$ cat src/rtl/rv32m_muldiv_unit.sv
// rv32m_muldiv_unit
// Iterative RV32M multiply/divide unit that sits after the register file.
// It takes the rs1/rs2 read data, computes one result bit per clock and
// hands back a 32-bit result plus the destination register for writeback.
// Control stalls the datapath while busy_o is high. It writes the register
// file on the done_o pulse.
//
// Ports:
//   clk          clock
//   rst          synchronous, active-high reset
//   start_i      request, accepted only while idle
//   funct3_i     000 MUL, 001 MULH, 010 MULHSU, 011 MULHU,
//                100 DIV, 101 DIVU, 110 REM, 111 REMU
//   operand_a_i  rs1 data (multiplicand / dividend)
//   operand_b_i  rs2 data (multiplier / divisor)
//   rd_addr_i    destination register
//   busy_o       high from the accept edge until the unit is idle again
//   done_o       one-cycle pulse; result_o and rd_addr_o are valid
//   result_o     result, held until the next completed operation
//   rd_addr_o    destination register of the completed operation
module rv32m_muldiv_unit #(
    parameter int XLEN       = 32,
    parameter int ADDR_WIDTH = 5
) (
    input  logic                  clk,
    input  logic                  rst,
    input  logic                  start_i,
    input  logic [2:0]            funct3_i,
    input  logic [XLEN-1:0]       operand_a_i,
    input  logic [XLEN-1:0]       operand_b_i,
    input  logic [ADDR_WIDTH-1:0] rd_addr_i,
    output logic                  busy_o,
    output logic                  done_o,
    output logic [XLEN-1:0]       result_o,
    output logic [ADDR_WIDTH-1:0] rd_addr_o
);

    localparam int CNT_W = $clog2(XLEN);

    typedef enum logic [1:0] {
        IDLE,
        CALC,
        DONE
    } state_t;

    state_t state;
    state_t next_state;

    logic [CNT_W-1:0]      count;
    logic                  is_div;
    logic                  sel_upper;
    logic                  negate_main;
    logic                  negate_rem;
    logic [ADDR_WIDTH-1:0] rd_latched;

    // Shared working registers. For multiply, hi is the upper half of the
    // running product and lo holds the not-yet-consumed multiplier bits.
    // The low product bits shift into lo from the top. For divide, hi is
    // the partial remainder and lo holds the dividend. Quotient bits shift
    // into lo from the bottom. addend holds the multiplicand or the divisor.
    logic [XLEN-1:0] hi;
    logic [XLEN-1:0] lo;
    logic [XLEN-1:0] addend;

    logic            accept;
    logic            last_iter;
    logic            short_cut;
    logic [XLEN-1:0] short_result;

    logic            a_signed;
    logic            b_signed;
    logic            a_neg;
    logic            b_neg;
    logic [XLEN-1:0] a_mag;
    logic [XLEN-1:0] b_mag;

    logic [XLEN:0]     mul_sum;
    logic [XLEN-1:0]   mul_hi;
    logic [XLEN-1:0]   mul_lo;
    logic [XLEN:0]     div_shift;
    logic              div_ge;
    logic [XLEN-1:0]   div_hi;
    logic [XLEN-1:0]   div_lo;
    logic [XLEN-1:0]   step_hi;
    logic [XLEN-1:0]   step_lo;
    logic [2*XLEN-1:0] product;
    logic [XLEN-1:0]   quotient;
    logic [XLEN-1:0]   remainder;
    logic [XLEN-1:0]   final_result;

    assign accept    = (state == IDLE) && start_i;
    assign last_iter = (count == CNT_W'(XLEN - 1));

    // Decode the signedness of the incoming operands. A magnitude is the
    // plain value when unsigned, otherwise the absolute value. Negating
    // 0x80000000 wraps to itself, which is exactly 2^31 as an unsigned
    // magnitude, so the most negative value needs no special case.
    always_comb begin
        a_signed = 1'b0;
        b_signed = 1'b0;
        if (funct3_i[2]) begin
            a_signed = ~funct3_i[0];
            b_signed = ~funct3_i[0];
        end else begin
            a_signed = (funct3_i[1:0] == 2'b01) || (funct3_i[1:0] == 2'b10);
            b_signed = (funct3_i[1:0] == 2'b01);
        end
        a_neg = a_signed & operand_a_i[XLEN-1];
        b_neg = b_signed & operand_b_i[XLEN-1];
        a_mag = a_neg ? (~operand_a_i + 1'b1) : operand_a_i;
        b_mag = b_neg ? (~operand_b_i + 1'b1) : operand_b_i;
    end

    // Divide by zero and signed overflow have fixed answers. They complete
    // straight from IDLE without iterating.
    always_comb begin
        short_cut    = 1'b0;
        short_result = '0;
        if (funct3_i[2]) begin
            if (operand_b_i == '0) begin
                short_cut    = 1'b1;
                short_result = funct3_i[1] ? operand_a_i : {XLEN{1'b1}};
            end else if (!funct3_i[0]
                         && (operand_a_i == {1'b1, {(XLEN-1){1'b0}}})
                         && (operand_b_i == {XLEN{1'b1}})) begin
                short_cut    = 1'b1;
                short_result = funct3_i[1] ? '0 : operand_a_i;
            end
        end
    end

    // One iteration of each algorithm. The multiplier adds into a
    // 33-bit sum and shifts right by one. The carry lands in the top
    // product bit. The divider shifts the next dividend bit into the
    // 33-bit remainder. It subtracts the divisor only when that does not
    // go negative.
    always_comb begin
        mul_sum   = {1'b0, hi} + {1'b0, (lo[0] ? addend : {XLEN{1'b0}})};
        mul_hi    = mul_sum[XLEN:1];
        mul_lo    = {mul_sum[0], lo[XLEN-1:1]};
        div_shift = {hi, lo[XLEN-1]};
        div_ge    = (div_shift >= {1'b0, addend});
        div_hi    = div_ge ? (div_shift[XLEN-1:0] - addend) : div_shift[XLEN-1:0];
        div_lo    = {lo[XLEN-2:0], div_ge};
        step_hi   = is_div ? div_hi : mul_hi;
        step_lo   = is_div ? div_lo : mul_lo;
    end

    // Apply the signs to the outcome of the final iteration. Then pick the
    // half or the quotient/remainder that the instruction asked for.
    always_comb begin
        product      = {step_hi, step_lo};
        if (negate_main) begin
            product = ~product + 1'b1;
        end
        quotient     = negate_main ? (~step_lo + 1'b1) : step_lo;
        remainder    = negate_rem ? (~step_hi + 1'b1) : step_hi;
        final_result = '0;
        if (is_div) begin
            final_result = sel_upper ? remainder : quotient;
        end else begin
            final_result = sel_upper ? product[2*XLEN-1:XLEN] : product[XLEN-1:0];
        end
    end

    // State register.
    always_ff @(posedge clk) begin
        if (rst) begin
            state <= IDLE;
        end else begin
            state <= next_state;
        end
    end

    // Next-state logic and handshake outputs.
    always_comb begin
        next_state = state;
        busy_o     = 1'b0;
        done_o     = 1'b0;
        case (state)
            IDLE: begin
                if (start_i) begin
                    next_state = short_cut ? DONE : CALC;
                end
            end
            CALC: begin
                busy_o = 1'b1;
                if (last_iter) begin
                    next_state = DONE;
                end
            end
            DONE: begin
                busy_o     = 1'b1;
                done_o     = 1'b1;
                next_state = IDLE;
            end
            default: begin
                next_state = IDLE;
            end
        endcase
    end

    // Datapath registers. The operands and the destination register are
    // captured on accept. After that, activity on the inputs is ignored
    // until the unit is idle again. result_o and rd_addr_o change only on
    // the edge that enters DONE.
    always_ff @(posedge clk) begin
        if (rst) begin
            count       <= '0;
            is_div      <= 1'b0;
            sel_upper   <= 1'b0;
            negate_main <= 1'b0;
            negate_rem  <= 1'b0;
            rd_latched  <= '0;
            hi          <= '0;
            lo          <= '0;
            addend      <= '0;
            result_o    <= '0;
            rd_addr_o   <= '0;
        end else if (accept) begin
            count       <= '0;
            is_div      <= funct3_i[2];
            sel_upper   <= funct3_i[2] ? funct3_i[1] : (funct3_i[1:0] != 2'b00);
            negate_main <= a_neg ^ b_neg;
            negate_rem  <= a_neg;
            rd_latched  <= rd_addr_i;
            hi          <= '0;
            lo          <= funct3_i[2] ? a_mag : b_mag;
            addend      <= funct3_i[2] ? b_mag : a_mag;
            if (short_cut) begin
                result_o  <= short_result;
                rd_addr_o <= rd_addr_i;
            end
        end else if (state == CALC) begin
            hi    <= step_hi;
            lo    <= step_lo;
            count <= count + 1'b1;
            if (last_iter) begin
                result_o  <= final_result;
                rd_addr_o <= rd_latched;
            end
        end
    end

endmodule

$ cat config.mk
export PLATFORM = sky130hd
export DESIGN_NAME = rv32m_muldiv_unit
export DESIGN_NICKNAME = d
export VERILOG_FILES = /design/src/rtl/rv32m_muldiv_unit.sv
export SDC_FILE = /design/constraint.sdc
export NUM_CORES = 1
export LEC_CHECK = 0
export CAP_MARGIN = 40
export CORE_ASPECT_RATIO = 1.5
export CORE_MARGIN = 1.5
export CORE_UTILIZATION = 41
export DETAILED_ROUTE_END_ITERATION = 10
export PLACE_DENSITY = 0.59
export SLEW_MARGIN = 20
export SYNTH_ARGS = -nofsm -noshare
export SYNTH_HDL_FRONTEND = slang
export SYNTH_SLANG_ARGS = --single-unit
$ cat constraint.sdc
create_clock -name clk -period 12.35 [get_ports clk]
set_input_delay 1.8525 -clock clk [delete_from_list [all_inputs] [get_ports clk]]
set_output_delay 1.8525 -clock clk [all_outputs]
set_load 0.01 [all_outputs]
Yosys cells after proc, flatten, opt, wreduce, memory -nomap -nowiden. Index checks and enable logic that the tools add are counted.

Flip-flop bits (word level): 149. Output and inout port bits: 39. Logic and storage cells: 95. Input port bits: 75.

Mux-type cells: 41. $lt $le $gt $ge: 1. Reduce and logical (&&, ||, !) cells: 14. Equality and inequality tests: 10. Bitwise logic cells: 9. $add $sub $neg: 8.

Operator list (number): $mux 32 (24); $add 32x1->32 const B (4); $not 32->32 (4); $add 64x1->64 const B (1); $eq 32x32->1 const B (2); $mux 64 (1); $not 64->64 (1); $add 32x32->33 (1); $ge 33x32->1 (1); $logic_not 32->1 (1); $sub 32x32->32 (1); $mux 5 (4); $mux 1 (8); $mux 2 (3); $reduce_bool 2->1 (3); $add 5x1->5 const B (1); $eq 5x5->1 const B (1); $eq 2x1->1 const B (2); $eq 2x2->1 const B (2); $ne 2x2->1 const B (2); $pmux 2 s2 (1); $reduce_or 2->1 (2); $logic_and 1x1->1 (3); $reduce_and 3->1 (1); 8 further kinds (9).

Depth between registers and ports, before layout. Gate-level depths: netlist of the first run.

Depth in word-level cells: 11. Depth in mapped cells: 25. Mapped depth without buffers: 22.

Worst setup path before layout of the first run. Ideal clock, no wire load.

Path type: register -> register. Start: register is_div. End: register result_o[30]. Clock period less this slack: 5.391 ns. Library setup time: 0.058 ns. Setup slack: 6.959 ns. Path buffers: 10. Required time: 12.292 ns. Arrival time: 5.333 ns. Cell stages (with the launch flop): 22. Path through: dfxtp_1 buf_2 buf_2 buf_2 buf_2 buf_2 buf_2 buf_2 buf_1 buf_1 mux2i_1 ha_1 o21ai_0 or4_1 nor2b_1 nand2b_1 or2_2 clkbuf_1 nor4_1 mux2_2 o22ai_1 o21a_1.

Cells in the longest elaborated chain, start to end: 9. Elaborated cells on any way between the ends: 17. Those cells by class: 3 x add/sub; 11 x mux; 3 x bitwise.

RTL lines: from (decl) (RTL line 50) `logic is_div;`; from (signal assigned) (RTL line 222) `is_div <= funct3_i[2];`; $mux 32 (on tied branches) (RTL line 146, 145); $not 64->64 (tied with other cells) (RTL line 154) `product = ~product + 1'b1;`; $add 64x1->64 (tied with other cells) (RTL line 154); $mux 64 (tied with other cells) (RTL line 153) `if (negate_main) begin`; $mux 32 (on tied branches) (RTL line 162, 160); $mux 32 * (RTL line 159) `if (is_div) begin`; $mux 32 * (RTL line 238) `if (last_iter) begin`; $mux 32 * (RTL line 234) `end else if (state == CALC) begin`; $mux 32 * (RTL line 220) `end else if (accept) begin`; to (signal assigned) (RTL line 231) `result_o <= short_result;`; to (signal assigned) (RTL line 239) `result_o <= final_result;`; to (decl) (RTL line 34) `output logic [XLEN-1:0] result_o,`.

Mark *: on every way between the ends. The rest lies on a longest branch, timed or not. The select of a mux whose other input is x is not followed. A chain may end at the register's enable or synchronous reset.

Worst setup path in the final report of the first run.
Start: register addend[16]. End: register result_o[4].

Cells in the longest elaborated chain, start to end: 11. Elaborated cells on any way between the ends: 19. Those cells by class: 3 x add/sub; 1 x order compare; 12 x mux; 3 x bitwise.

RTL lines: from (decl) (RTL line 63) `logic [XLEN-1:0] addend;`; from (signal assigned) (RTL line 229) `addend <= funct3_i[2] ? b_mag : a_mag;`; $ge 33x32->1 * (RTL line 142) `div_ge = (div_shift >= {1'b0, addend});`; $mux 32 (RTL line 143) `div_hi = div_ge ? (div_shift[XLEN-1:0] - addend) : div_shift[XLEN-1:0];`; $mux 32 (RTL line 145) `step_hi = is_div ? div_hi : mul_hi;`; $not 64->64 or $not 32->32 (tied branches) (RTL line 154, 157); $add 64x1->64 or $add 32x1->32 (tied branches) (RTL line 154, 157); $mux 64 or $mux 32 (tied branches) (RTL line 153, 157); $mux 32 (on tied branches) (RTL line 162, 160); $mux 32 * (RTL line 159); $mux 32 * (RTL line 238); $mux 32 * (RTL line 234); $mux 32 * (RTL line 220).

Marks and branches as above.

==> results.env, run 1 <==
STATUS='complete, no violations'
FIRST_PASS_ITERS=6
PLACEABLECOREAREA_UM2=39310
DRTANTENNAVIOLNETS=0
DETAILROUTE.WIRELENGTH.MET3_UM=3231
TOP_ROUTING_LAYER_IN_USE='met4'
CTS_MAX_PATH_BUFFERS=2
ROUTED_VIA_COUNT=17724
GRT_START_MAX_NET_PINS=70
CPPEAKSTAGEDELAY_NS=0.61
VIAS_PER_CELL=6.180
POST_SYNTH_INSTANCE_AREA_UM2=16360
SYNTH.LIB_CELLS_USED.DISTINCT=96
DRC_VIOLS=0
ANTENNA_FOUND_INITIAL=0
DIE_H_UM=247.6
CELLPOWERDENSITY_nW_PER_UM2=124.6
DESIGN.DIE.AREA_UM2=41130
SYNTHESIS.INSTANCES=2351
DRV_CAP=0
CP_NUM_BUF_INV=2
WL_MET2_UM=31850
CLK_LATENCY_WORST_SKEW_PAIR_NS=0.46
REPORTED_LEAKAGE_POWER_uW=0.006778
WIRELENGTH_ROUTED_UM=65640
START_UTIL_PCT=41.61
SYNTH.YOSYS.WARNINGS=0
CRIT_PATH_FREQUENT_CELL='sky130_fd_sc_hd__nand2_1'
SYNTH_FLOP_CELL='sky130_fd_sc_hd__dfxtp_1'
RSZ0062_AT_GRT='no'
POST_SYNTH_AND_OR_NAND_NOR_AREA_FRACTION_PCT=25.10
FIRST_GLOBAL_VIAS=17011
UPPER_CLOCK_FREQUENCY_LIMIT_MHz=158.3
YS_SEQ_AREA_SHARE_PCT=18.24
FF2FF_SETUP_SLACK_NS=6.03
PATH_MAX_FANOUT=26
FINAL_GLOBAL_ROUTE_OVERFLOW_TOTAL=0
TOTALNEGATIVESETUPSLACK_NS=0
LAYOUT-AREA-OVERHEAD-VS-SYNTH_PCT=11.96
POST-CTS-SETUP-BUFFERS=0
DETAILEDROUTE.FIRSTITERATIONVIOLATIONS=1396
CLK_TRANSITION_REPORTED_PATHS_NS=0.06
FINAL_COMMON_CELL='sky130_fd_sc_hd__nand2_1'
SLEW_HEADROOM_PCT=35.82
FINALCLOCKSKEW_NS=0.01529
CRIT_PATH_END_KIND='flip-flop'
TOP_LEVEL_PORTS=114
N_FILL_CELL=4119
SYNTH_XOR_AREA_SHARE_PCT=8.942
FINAL_CELL_MIX='sky130_fd_sc_hd__nand2_1 (274), sky130_fd_sc_hd__nor2_1 (263), sky130_fd_sc_hd__a21oi_1 (207)'
GRTUSAGETOTAL_PCT=31.35
CP_TOP_FAMILY='simple AND/OR/NAND/NOR gates'
CTS_BUFFERS=17
YOSYS-MUX-AREA-FRACTION_PCT=5.683
REPORT.FINAL.SETUP_VIOL=0
SHARE_OF_FINAL_LAYOUT_STANDARD_CELLS_STRONGER_THAN_DRIVE_STRENGTH_1_PCT=5.408
DIE_WIDTH_UM=166.1
PLACEMENTROWS=89
COMBINATIONAL_FAMILY_WITH_THE_MOST_AREA_AFTER_SYNTHESIS='compound AO/OA/AOI/OAI gates'
WORST_PIN_SLEW_NS=0.9591
POWER.IR.VDD_WORST_mV=0.1090
SEQCELLAREA_UM2=2987
SYNTH-COMPOUND-AREA-SHARE_PCT=30.15
SYNTHADDERAREAFRAC_PCT=6.058
CTS.HOLD.BUFFERS_ADDED=0
SYN-MEAN-INSTANCE-AREA_UM2=6.957
ROUTABILITYCONGESTION=0.9616
HPWLAFTERDP_UM=52690
SYNTH-EDFF-COUNT=0
FINISH.NET_COUNT=2507
AVGROUTEDWIREPERCELL_UM=22.89
IO_BUFFERS=113
START_KIND='flip-flop'
CTS-RESIZED-GATES=0
CTS.HTREE.LEVELS=4
WORSTPATHREQUIRED_NS=12.72
POWER.TOTAL_uW=2282
MULTI_INPUT_AREA_UM2=12450
CLOCK-ROOT-BUFFER='sky130_fd_sc_hd__clkbuf_16'
PATH_CELLS='inv_1, ha_1, a21oi_1, o21ai_1, o31ai_4, buf_4, nand2_4, nand2_1, a21boi_0, ha_1, o21ai_0, or4_1, nor2b_1, nand2b_1, or2_2, nand2_1, nand2_1, xor2_1, a21oi_1, o22ai_1, nor2_1, nor3_1'
TIMING_MAX_TRANSITION_VIOLATIONS_FINAL=0
GRT_PASS1_WL_UM=99530
HOLD_PATH.CLASS='flip-flop to flip-flop'
MET1_LENGTH_UM=25860
HOLD_VIOLATION_COUNT_IN_THE_FINAL_REPORT=0
SLOWEST_STAGE='sky130_fd_sc_hd__or4_1'
CTS_TREE='built'
WORSTPATHARRIVAL_NS=6.69
CTS.SINK_COUNT=149
SETUP.WORST_PATH.CLASS='flip-flop to flip-flop'
PERIOD_MINUS_SLACK_NS=6.316
FINAL_MIN_PERIOD_OVER_CLOCK_PERIOD_PCT=51.14
MAPPEDNETLISTNETS=2504
POST_SYNTHESIS_REGISTER_BIT_COUNT=149
SYNTHARSTFLOPSHARE_PCT=0
[worst register-to-register path, stage by stage (launching register included)]
cell and delay, ns:
sky130_fd_sc_hd__dfxtp_1 0.36, sky130_fd_sc_hd__inv_1 0.06, sky130_fd_sc_hd__ha_1 0.43, sky130_fd_sc_hd__a21oi_1 0.31, sky130_fd_sc_hd__o21ai_1 0.30, sky130_fd_sc_hd__o31ai_4 0.30
sky130_fd_sc_hd__buf_4 0.31, sky130_fd_sc_hd__nand2_4 0.30, sky130_fd_sc_hd__nand2_1 0.43, sky130_fd_sc_hd__a21boi_0 0.38, sky130_fd_sc_hd__ha_1 0.24, sky130_fd_sc_hd__o21ai_0 0.14
sky130_fd_sc_hd__or4_1 0.61, sky130_fd_sc_hd__nor2b_1 0.36, sky130_fd_sc_hd__nand2b_1 0.25, sky130_fd_sc_hd__or2_2 0.47, sky130_fd_sc_hd__nand2_1 0.21, sky130_fd_sc_hd__nand2_1 0.09
sky130_fd_sc_hd__xor2_1 0.18, sky130_fd_sc_hd__a21oi_1 0.09, sky130_fd_sc_hd__o22ai_1 0.16, sky130_fd_sc_hd__nor2_1 0.05, sky130_fd_sc_hd__nor3_1 0.19
[flip-flops by register name, summed over array words and instances (netlist names)]
| name | cells |
|---|---|
| negate_rem | 1 |
| sel_upper | 1 |
| rd_addr_o | 5 |
| rd_latched | 5 |
| negate_main | 1 |
| result_o | 32 |
| addend | 32 |
| hi | 32 |
| is_div | 1 |
| state | 2 |
| lo | 32 |
| count | 5 |
[cells in the mapped netlist (39+ instances only)]
| cell | count | area (um2) |
|---|---|---|
| sky130_fd_sc_hd__nand3_1 | 41 | 205.2 |
| sky130_fd_sc_hd__nor2_1 | 264 | 991.0 |
| sky130_fd_sc_hd__nand2_1 | 275 | 1032 |
| sky130_fd_sc_hd__inv_1 | 76 | 285.3 |
| sky130_fd_sc_hd__dfxtp_1 | 149 | 2983 |
| sky130_fd_sc_hd__mux2i_1 | 79 | 790.8 |
| sky130_fd_sc_hd__ha_1 | 76 | 950.9 |
| sky130_fd_sc_hd__o211ai_1 | 80 | 600.6 |
| sky130_fd_sc_hd__xor2_1 | 74 | 648.1 |
| sky130_fd_sc_hd__xnor2_1 | 93 | 814.5 |
| sky130_fd_sc_hd__and2_1 | 53 | 331.6 |
| sky130_fd_sc_hd__a211oi_1 | 50 | 375.4 |
| sky130_fd_sc_hd__o21ai_0 | 154 | 770.7 |
| sky130_fd_sc_hd__nor3_1 | 71 | 355.3 |
| sky130_fd_sc_hd__a21oi_1 | 207 | 1036 |
| sky130_fd_sc_hd__clkbuf_1 | 109 | 409.1 |
| sky130_fd_sc_hd__nand4_1 | 39 | 244.0 |
[layout make-up]
class / instances / area share (%)
sequential: 149 / 16.31
timing repair buffer: 144 / 7.393
tap: 500 / 3.416
clock buffer: 19 / 2.473
antenna: 1 / 0.01366
inverter: 78 / 1.599
clock inverter: 13 / 0.8062
multi-input combinational: 1964 / 67.99
[stage by stage]
step	setup slack [ns]	cells	hold slack [ns]	instance area (um2)	utilization (%)
5_1_grt	5.646	2867	0.5074	18310	46.58
6_report	6.034	2868	0.4790	18310	46.59
3_3_place_gp	5.774	2830	0.4578	17670	44.96
4_1_cts	6.123	2867	0.4777	18310	46.58
3_5_place_dp	5.847	2835	0.4684	17710	45.05
2_1_floorplan	6.959	2351	0.4403	16360	-
[routing by layer]
layer  vias to the layer above  GRT usage, %
met5                         -             0
met4                         0         21.41
met3                       173         3.333
met2                       654         55.42
met1                      8318         35.59
li1                       8579             -
[cell families after synthesis]
family                     after synthesis
AOI/OAI and AO/OA                      751
muxes                                   91
buffers and inverters                  238
xor gates and xnor gates               167
DFF                                    149
and+or+nand+nor                        877
adders and majority gates               78
[path summary, 6_finish.rpt]
kind                            cells after the start                    start                       end
worst min register to register                      2   addend[2]$_SDFFE_PP0P_    addend[2]$_SDFFE_PP0P_
worst max register to register                     22  addend[16]$_SDFFE_PP0P_  result_o[4]$_SDFFE_PP0P_
worst max-delay path                               22  addend[16]$_SDFFE_PP0P_  result_o[4]$_SDFFE_PP0P_
worst min-delay path                                2   addend[2]$_SDFFE_PP0P_    addend[2]$_SDFFE_PP0P_
[power breakdown]
part	internal, uW	switching, uW	leakage (uW)
Sequential	516	48.9	0.00122
Clock	310	234	0.000283
Combinational	408	764	0.00528
Total	1230	1050	0.00678
No activity file was read; power rests on OpenSTA's default activity.
==> run 2, diff against run 1 <==
Clock period 12.35 ns to 6.5 ns, I/O delays scaled along.
==> results.env, run 2 (synthesis gave the netlist of run 1 again) <==
POST_LAYOUT_NONFILLER_INSTANCES=2896  # +0.98%
GRT_START_MAX_NET_PINS=101  # +44%
FF2FF_SETUP_SLACK_NS=0.83  # -5.20 ns
DRTANTENNAVIOLNETS=0  # unchanged
AVGROUTEDWIREPERCELL_UM=24.34  # +6.4%
POST-CTS-SETUP-BUFFERS=0  # unchanged
REPORT.FINAL.SETUP_VIOL=0  # unchanged
POWER.IR.VDD_WORST_mV=0.2175  # +100%
VIAS_PER_CELL=6.253  # +1.2%
DRV_CAP=0  # unchanged
MET1_LENGTH_UM=27380  # +5.9%
CLK_TRANSITION_REPORTED_PATHS_NS=0.06  # about the same
DRC_VIOLS=0  # unchanged
N_FILL_CELL=4111  # -0.19%
PLACEABLECOREAREA_UM2=39310  # unchanged
GRT_PASS1_WL_UM=105000  # +5.5%
HOLD_VIOLATION_COUNT_IN_THE_FINAL_REPORT=0  # unchanged
SETUP.WORST_PATH.CLASS='flip-flop to flip-flop'
ROUTED_VIA_COUNT=18109  # +2.2%
FINAL_COMMON_CELL='sky130_fd_sc_hd__nand2_1'
CRIT_PATH_END_KIND='flip-flop'
CTS_BUFFERS=17  # unchanged
CELLPOWERDENSITY_nW_PER_UM2=241.5  # +94%
R2R.WORST_PATH.CELLS=15  # -32%
HOLD_PATH.CLASS='flip-flop to flip-flop'
PATH_MAX_FANOUT=18  # -31%
PLACEMENTROWS=89  # unchanged
REPORTED_LEAKAGE_POWER_uW=0.006956  # +2.6%
CTS_MAX_PATH_BUFFERS=2  # unchanged
START_UTIL_PCT=41.61  # unchanged
FINAL_GLOBAL_ROUTE_OVERFLOW_TOTAL=0  # unchanged
CTS.HTREE.LEVELS=4  # unchanged
PLACED_CELLS_INCL_TAPS=2861  # +0.92%
STATUS='complete, no violations'
TOTALNEGATIVESETUPSLACK_NS=0  # unchanged
RSZ0062_AT_GRT='no'
FINALCLOCKSKEW_NS=0.01252  # -0.002768 ns
TOP_LEVEL_PORTS=114  # unchanged
PERIOD_MINUS_SLACK_NS=5.670  # -0.6459 ns
GRTUSAGETOTAL_PCT=33.58  # +2.2 points
LAYOUT-AREA-OVERHEAD-VS-SYNTH_PCT=13.77
DESIGN.DIE.AREA_UM2=41130  # unchanged
FINAL_MIN_PERIOD_OVER_CLOCK_PERIOD_PCT=87.23  # +36 points
CLK_LATENCY_WORST_SKEW_PAIR_NS=0.47  # about the same
WORSTPATHARRIVAL_NS=6.07  # -0.62 ns
ANTENNA_FOUND_INITIAL=0  # unchanged
CTS-RESIZED-GATES=0  # unchanged
FIRST_PASS_ITERS=7  # +1
DETAILROUTE.WIRELENGTH.MET3_UM=3698  # +14%
TIMING_MAX_TRANSITION_VIOLATIONS_FINAL=0  # unchanged
HPWLAFTERDP_UM=56460  # +7.2%
CTS.SINK_COUNT=149  # unchanged
ANTENNADIODECOUNT=0  # -1
WORSTPATHREQUIRED_NS=6.90  # -5.82 ns
CLOCK-ROOT-BUFFER='sky130_fd_sc_hd__clkbuf_16'
FIRST_GLOBAL_VIAS=17347  # +2.0%
CRITICAL_PATH.ENDPOINT='result_o[19]$_SDFFE_PP0P_'
TIMING.RR.END='result_o[19]$_SDFFE_PP0P_'
DETAILEDROUTE.FIRSTITERATIONVIOLATIONS=1420  # +1.7%
SLEW_HEADROOM_PCT=41.02  # +5.2 points
CTS_TREE='built'
ROUTABILITYCONGESTION=1.017  # +5.8%
WORST_SETUP_PATH_STARTPOINT='hi[18]$_SDFFE_PP0P_'
FINAL_CELL_MIX='sky130_fd_sc_hd__nand2_1 (274), sky130_fd_sc_hd__nor2_1 (263), sky130_fd_sc_hd__a21oi_1 (207)'
R2R-START='hi[18]$_SDFFE_PP0P_'
DIE_H_UM=247.6  # unchanged
UPPER_CLOCK_FREQUENCY_LIMIT_MHz=176.4  # +11%
DIE_WIDTH_UM=166.1  # unchanged
SHARE_OF_FINAL_LAYOUT_STANDARD_CELLS_STRONGER_THAN_DRIVE_STRENGTH_1_PCT=6.553  # +1.1 points
WIRELENGTH_ROUTED_UM=70500  # +7.4%
IO_BUFFERS=113  # unchanged
CTS.HOLD.BUFFERS_ADDED=0  # unchanged
WL_MET2_UM=34220  # +7.4%
WORST_PIN_SLEW_NS=0.8787  # -0.08037 ns
START_KIND='flip-flop'
FINISH.NET_COUNT=2536  # +1.2%
TOP_ROUTING_LAYER_IN_USE='met4'
-- run 2: worst min-delay path by stage --
stage | startpoint | to | slack (ns) | cells past startpoint
2_1_floorplan | addend[24]$_SDFFE_PP0P_ | addend[24]$_SDFFE_PP0P_ | 0.44 | 2
3_3_place_gp | addend[3]$_SDFFE_PP0P_ | addend[3]$_SDFFE_PP0P_ | 0.45 | 2
6_report | addend[2]$_SDFFE_PP0P_ | addend[2]$_SDFFE_PP0P_ | 0.47 | 2
4_1_cts | addend[30]$_SDFFE_PP0P_ | addend[30]$_SDFFE_PP0P_ | 0.47 | 2
5_1_grt | addend[7]$_SDFFE_PP0P_ | addend[7]$_SDFFE_PP0P_ | 0.49 | 2
3_5_place_dp | addend[30]$_SDFFE_PP0P_ | addend[30]$_SDFFE_PP0P_ | 0.46 | 2
-- run 2: per-layer routing --
layer,track usage [%],up-vias
li1,-,8610
met1,38.85,8527
met2,59.07,777
met3,2.759,195
met4,22.95,0
met5,0,-
-- run 2: final cells by class --
cell class                      count  area, um2  area share, %
Multi-Input combinational cell   1964      12450          66.90
Tap cell                          500      625.6          3.362
Inverter                           78      292.8          1.573
Clock inverter                     13      181.4         0.9749
Clock buffer                       19      442.9          2.380
Sequential cell                   149       2987          16.05
Timing Repair Buffer              173       1630          8.761
-- run 2: power by group --
| part | total, uW | internal, uW | leakage [uW] | switching, uW |
|---|---|---|---|---|
| logic | 2320 | 811 | 0.00545 | 1510 |
| registers | 1080 | 981 | 0.00122 | 94.3 |
| clock network | 1100 | 650 | 0.000291 | 445 |
-- run 2: worst max-delay path: stages (launching register included) --
cell                        delay, ns
sky130_fd_sc_hd__dfxtp_1         0.38
sky130_fd_sc_hd__ha_1            0.56
sky130_fd_sc_hd__nand4_1         0.28
sky130_fd_sc_hd__nor3_1          0.43
sky130_fd_sc_hd__and2_2          0.31
sky130_fd_sc_hd__o31a_2          0.36
sky130_fd_sc_hd__nor2_2          0.10
sky130_fd_sc_hd__buf_4           0.23
sky130_fd_sc_hd__a311oi_2        0.47
sky130_fd_sc_hd__o211ai_2        0.28
sky130_fd_sc_hd__or4_1           0.62
sky130_fd_sc_hd__o41ai_1         0.41
sky130_fd_sc_hd__xor2_1          0.11
sky130_fd_sc_hd__mux2_2          0.29
sky130_fd_sc_hd__a2111oi_2       0.49
sky130_fd_sc_hd__o221a_1         0.26
-- run 2: per-stage QoR --
stage / hold slack [ns] / power, uW / instance area [um2] / utilization [%] / worst slack [ns]
CTS: 0.4658 / 4452 / 18570 / 47.24 / 0.9845
detailed placement: 0.4582 / 3352 / 17940 / 45.65 / 0.5266
global placement: 0.4525 / 3347 / 17850 / 45.41 / 0.5198
floorplan: 0.4403 / 2596 / 16360 / - / 1.109
global route: 0.4851 / 4701 / 18610 / 47.34 / 0.6217
finish: 0.4655 / 4494 / 18610 / 47.34 / 0.8300
==> run 3, diff against run 2 <==
Settings changed: ABC_AREA set to 1, DONT_BUFFER_PORTS set to 1, PLACE_DENSITY 0.59 to 0.55.
==> results.env, run 3 <==
GRT_USE_MET2_PCT=72.59  # +14 points
GR-USAGE-MET3_PCT=6.693  # +3.9 points
POST_SYNTH_INSTANCE_AREA_UM2=18220  # +11%
UPPER_CLOCK_FREQUENCY_LIMIT_MHz=189.9  # +7.7%
FIRST_PASS_ITERS=6  # -1
WORSTPATHREQUIRED_NS=6.90  # about the same
FINALCOREUTILIZATION_PCT=44.07  # -3.3 points
ROUTABILITYCONGESTION=1.057  # +3.9%
CP_NUM_BUF_INV=4  # +3
PLACEABLECOREAREA_UM2=43870  # +12%
STDCELL_AREA_UM2=19330  # +3.9%
FINAL_CELL_MIX='sky130_fd_sc_hd__nand2_1 (939), sky130_fd_sc_hd__inv_1 (488), sky130_fd_sc_hd__nor2_1 (304)'
PRE_CTS_WS_NS=1.447  # +0.9199 ns
POST_DP_CELL_AREA_UM2=18660  # +4.0%
CTS.HOLD.BUFFERS_ADDED=0  # unchanged
YOSYS-TOP-CELLS-AREA='sky130_fd_sc_hd__nand2_1 (19%), sky130_fd_sc_hd__dfxtp_1 (16%), sky130_fd_sc_hd__inv_1 (10%), sky130_fd_sc_hd__nand3_1 (7.8%), sky130_fd_sc_hd__nor2_1 (6.3%)'
IO_BUFFERS=0  # -100%
CTS-RESIZED-GATES=0  # unchanged
START_KIND='flip-flop'
REPORT.FINAL.SETUP_VIOL=0  # unchanged
DRV_CAP=0  # unchanged
SYNTHARSTFLOPSHARE_PCT=0  # unchanged
CPPEAKSTAGEDELAY_NS=0.73  # +0.11 ns
SLEW_HEADROOM_PCT=40.23  # -0.79 points
CLK_LATENCY_WORST_SKEW_PAIR_NS=0.47  # about the same
GRT.BUSIEST_LAYER='met2'
SYNTH.LIB_CELLS_USED.DISTINCT=61  # -36%
RSZ0062_AT_GRT='no'
PERIOD_MINUS_SLACK_NS=5.267  # -0.4031 ns
TIMING_MAX_TRANSITION_VIOLATIONS_FINAL=0  # unchanged
SYN-MEAN-INSTANCE-AREA_UM2=5.528  # -21%
ROUTED_VIA_COUNT=22310  # +23%
WIRELENGTH_ROUTED_UM=94610  # +34%
DETAILEDROUTE.FIRSTITERATIONVIOLATIONS=2220  # +56%
AVGROUTEDWIREPERCELL_UM=24.80  # +1.9%
SHARE_OF_FINAL_LAYOUT_STANDARD_CELLS_STRONGER_THAN_DRIVE_STRENGTH_1_PCT=5.931  # -0.62 points
HPWLAFTERDP_UM=75920  # +34%
WORSTPATHARRIVAL_NS=5.67  # -0.40 ns
GLOBALROUTEMET1UTIL_PCT=43.16  # +4.3 points
POST_SYNTHESIS_REGISTER_BIT_COUNT=149  # unchanged
NETLIST_TOP_CELLS_COUNT='sky130_fd_sc_hd__nand2_1 (940), sky130_fd_sc_hd__inv_1 (490), sky130_fd_sc_hd__nor2_1 (306)'
FINAL_MIN_PERIOD_OVER_CLOCK_PERIOD_PCT=81.03  # -6.2 points
WORST_PIN_SLEW_NS=0.8965  # +0.01778 ns
DRTANTENNAVIOLNETS=0  # unchanged
FINISH.NET_COUNT=3377  # +33%
CLOCK-ROOT-BUFFER='sky130_fd_sc_hd__clkbuf_16'
CELLPOWERDENSITY_nW_PER_UM2=320.2  # +33%
DRC_VIOLS=0  # unchanged
CTS_MAX_PATH_BUFFERS=2  # unchanged
LAYOUT-AREA-OVERHEAD-VS-SYNTH_PCT=6.133
YS_SEQ_AREA_SHARE_PCT=16.37  # -1.9 points
SYNTHESIS.INSTANCES=3295  # +40%
START_UTIL_PCT=41.52  # -0.088 points
DIE_WIDTH_UM=175.1  # +5.4%
POWER.TOTAL_uW=6191  # +38%
GRTUSAGETOTAL_PCT=41.05  # +7.5 points
TOTALNEGATIVESETUPSLACK_NS=0  # unchanged
CTS.HTREE.LEVELS=4  # unchanged
HOLD_PATH.CLASS='flip-flop to flip-flop'
CRIT_PATH_FREQUENT_CELL='sky130_fd_sc_hd__nand2_1'
SETUP_WS_NS=1.233  # +0.4031 ns
CLK_TRANSITION_REPORTED_PATHS_NS=0.07  # about the same
CTS.SINK_COUNT=149  # unchanged
SYNTH_FLOP_CELL='sky130_fd_sc_hd__dfxtp_1'
PLACEMENTROWS=94  # +5.6%
TOP_LEVEL_PORTS=114  # unchanged
PATH_MAX_FANOUT=36  # +18
GRT_PASS1_WL_UM=137500  # +31%
POWER.IR.VDD_WORST_mV=0.1528  # -30%
SYNTH_TOP_AREA_SHARE_PCT=19.37  # +1.1 points
CTS_BUFFERS=17  # unchanged
MAPPEDNETLISTNETS=3448  # +38%
POST-CTS-SETUP-BUFFERS=0  # unchanged
CRIT_PATH_END_KIND='flip-flop'
SYNTH.YOSYS.WARNINGS=0  # unchanged
STATUS='complete, no violations'
DIE_H_UM=261.2  # +5.5%
FINAL_COMMON_CELL='sky130_fd_sc_hd__nand2_1'
FINALCLOCKSKEW_NS=0.01122  # -0.001301 ns
REPORTED_LEAKAGE_POWER_uW=0.01001  # +44%
CTS_TREE='built'
HOLD_VIOLATION_COUNT_IN_THE_FINAL_REPORT=0  # unchanged
SETUP.WORST_PATH.CLASS='flip-flop to flip-flop'
DESIGN.DIE.AREA_UM2=45730  # +11%
VIAS_PER_CELL=5.848  # -6.5%
CP_TOP_FAMILY='simple AND/OR/NAND/NOR gates'
FIRST_GLOBAL_VIAS=20966  # +21%
GRT_START_MAX_NET_PINS=84  # -17%
ANTENNA_FOUND_INITIAL=5  # +5
LEADING_AREA_CONTRIBUTOR_AFTER_SYNTHESIS='sky130_fd_sc_hd__nand2_1'
SYNTH-EDFF-COUNT=0  # unchanged
SLOWEST_STAGE='sky130_fd_sc_hd__dfxtp_1'
FINAL_GLOBAL_ROUTE_OVERFLOW_TOTAL=0  # unchanged
DOMINANT_CELL_BY_COUNT_IN_THE_SYNTHESIZED_NETLIST='sky130_fd_sc_hd__nand2_1'
run 3: worst register-to-register path, stage by stage (launching register included):
cell	delay (ns)
sky130_fd_sc_hd__dfxtp_1	0.73
sky130_fd_sc_hd__ha_1	0.38
sky130_fd_sc_hd__nand2_1	0.12
sky130_fd_sc_hd__nor2_1	0.23
sky130_fd_sc_hd__nand3_1	0.11
sky130_fd_sc_hd__nor2_1	0.11
sky130_fd_sc_hd__nand2_1	0.10
sky130_fd_sc_hd__nand3_2	0.09
sky130_fd_sc_hd__inv_2	0.06
sky130_fd_sc_hd__buf_12	0.19
sky130_fd_sc_hd__nand2_2	0.46
sky130_fd_sc_hd__buf_4	0.32
sky130_fd_sc_hd__nand3_1	0.50
sky130_fd_sc_hd__nand2_1	0.23
sky130_fd_sc_hd__nand2_1	0.25
sky130_fd_sc_hd__inv_1	0.25
sky130_fd_sc_hd__nand2_1	0.11
sky130_fd_sc_hd__nor2_1	0.13
sky130_fd_sc_hd__nand3_1	0.16
sky130_fd_sc_hd__nand2_1	0.12
sky130_fd_sc_hd__nand2_1	0.06
sky130_fd_sc_hd__nand2_1	0.07
sky130_fd_sc_hd__nand3_1	0.07
sky130_fd_sc_hd__nand3_1	0.13
sky130_fd_sc_hd__nand2_1	0.09
sky130_fd_sc_hd__a21oi_1	0.14
run 3: layout make-up:
cell class	instances	area [um2]
Clock inverter	11	137.6
Clock buffer	21	470.5
Antenna cell	2	5.005
Multi-Input combinational cell	2506	12730
Fill cell	4977	24540
Timing Repair Buffer	40	370.4
Sequential cell	149	2988
Tap cell	576	720.7
Inverter	510	1916
run 3: layer usage:
layer | share of wire (%) | up-vias
met5 | 0.038 | -
met4 | 9.7 | 6
met3 | 6.8 | 344
met2 | 48 | 1158
met1 | 35 | 10246
li1 | - | 10556
run 3: final timing paths:
path	start	to	slack (ns)	cells past startpoint
worst max-delay path	hi[25]$_SDFFE_PP0P_	result_o[31]$_SDFFE_PP0P_	1.23	25
worst min-delay path	count[4]$_SDFFE_PP0P_	count[4]$_SDFFE_PP0P_	0.48	2
worst max register to register	hi[25]$_SDFFE_PP0P_	result_o[31]$_SDFFE_PP0P_	1.23	25
worst min register to register	count[4]$_SDFFE_PP0P_	count[4]$_SDFFE_PP0P_	0.48	2
run 3: report_power, final:
group / switching [uW] / internal (uW) / total (uW) / leakage, uW
clock: 477 / 605 / 1080 / 0.000289
combinational: 2840 / 1070 / 3900 / 0.00850
sequential: 167 / 1040 / 1210 / 0.00122
total: 3480 / 2710 / 6190 / 0.0100
run 3: cell families after synthesis:
kind of cell,Yosys count,synth area share [%]
AO/OA/AOI/OAI,591,18.47
XOR/XNOR,76,3.654
adder cells (fa/ha/maj),78,5.440
buffers and inverters,640,13.81
multiplexers,5,0.2748
flip-flops,149,16.37
AND/OR/NAND/NOR,1756,41.98
run 3: metrics by stage:
stage                     hold slack, ns  std cells
after global placement            0.4527       3771
after detailed placement          0.4677       3777
final                             0.4789       3815
after global routing              0.5166       3813
after floorplan                   0.4453       3295
after CTS                         0.4785       3809
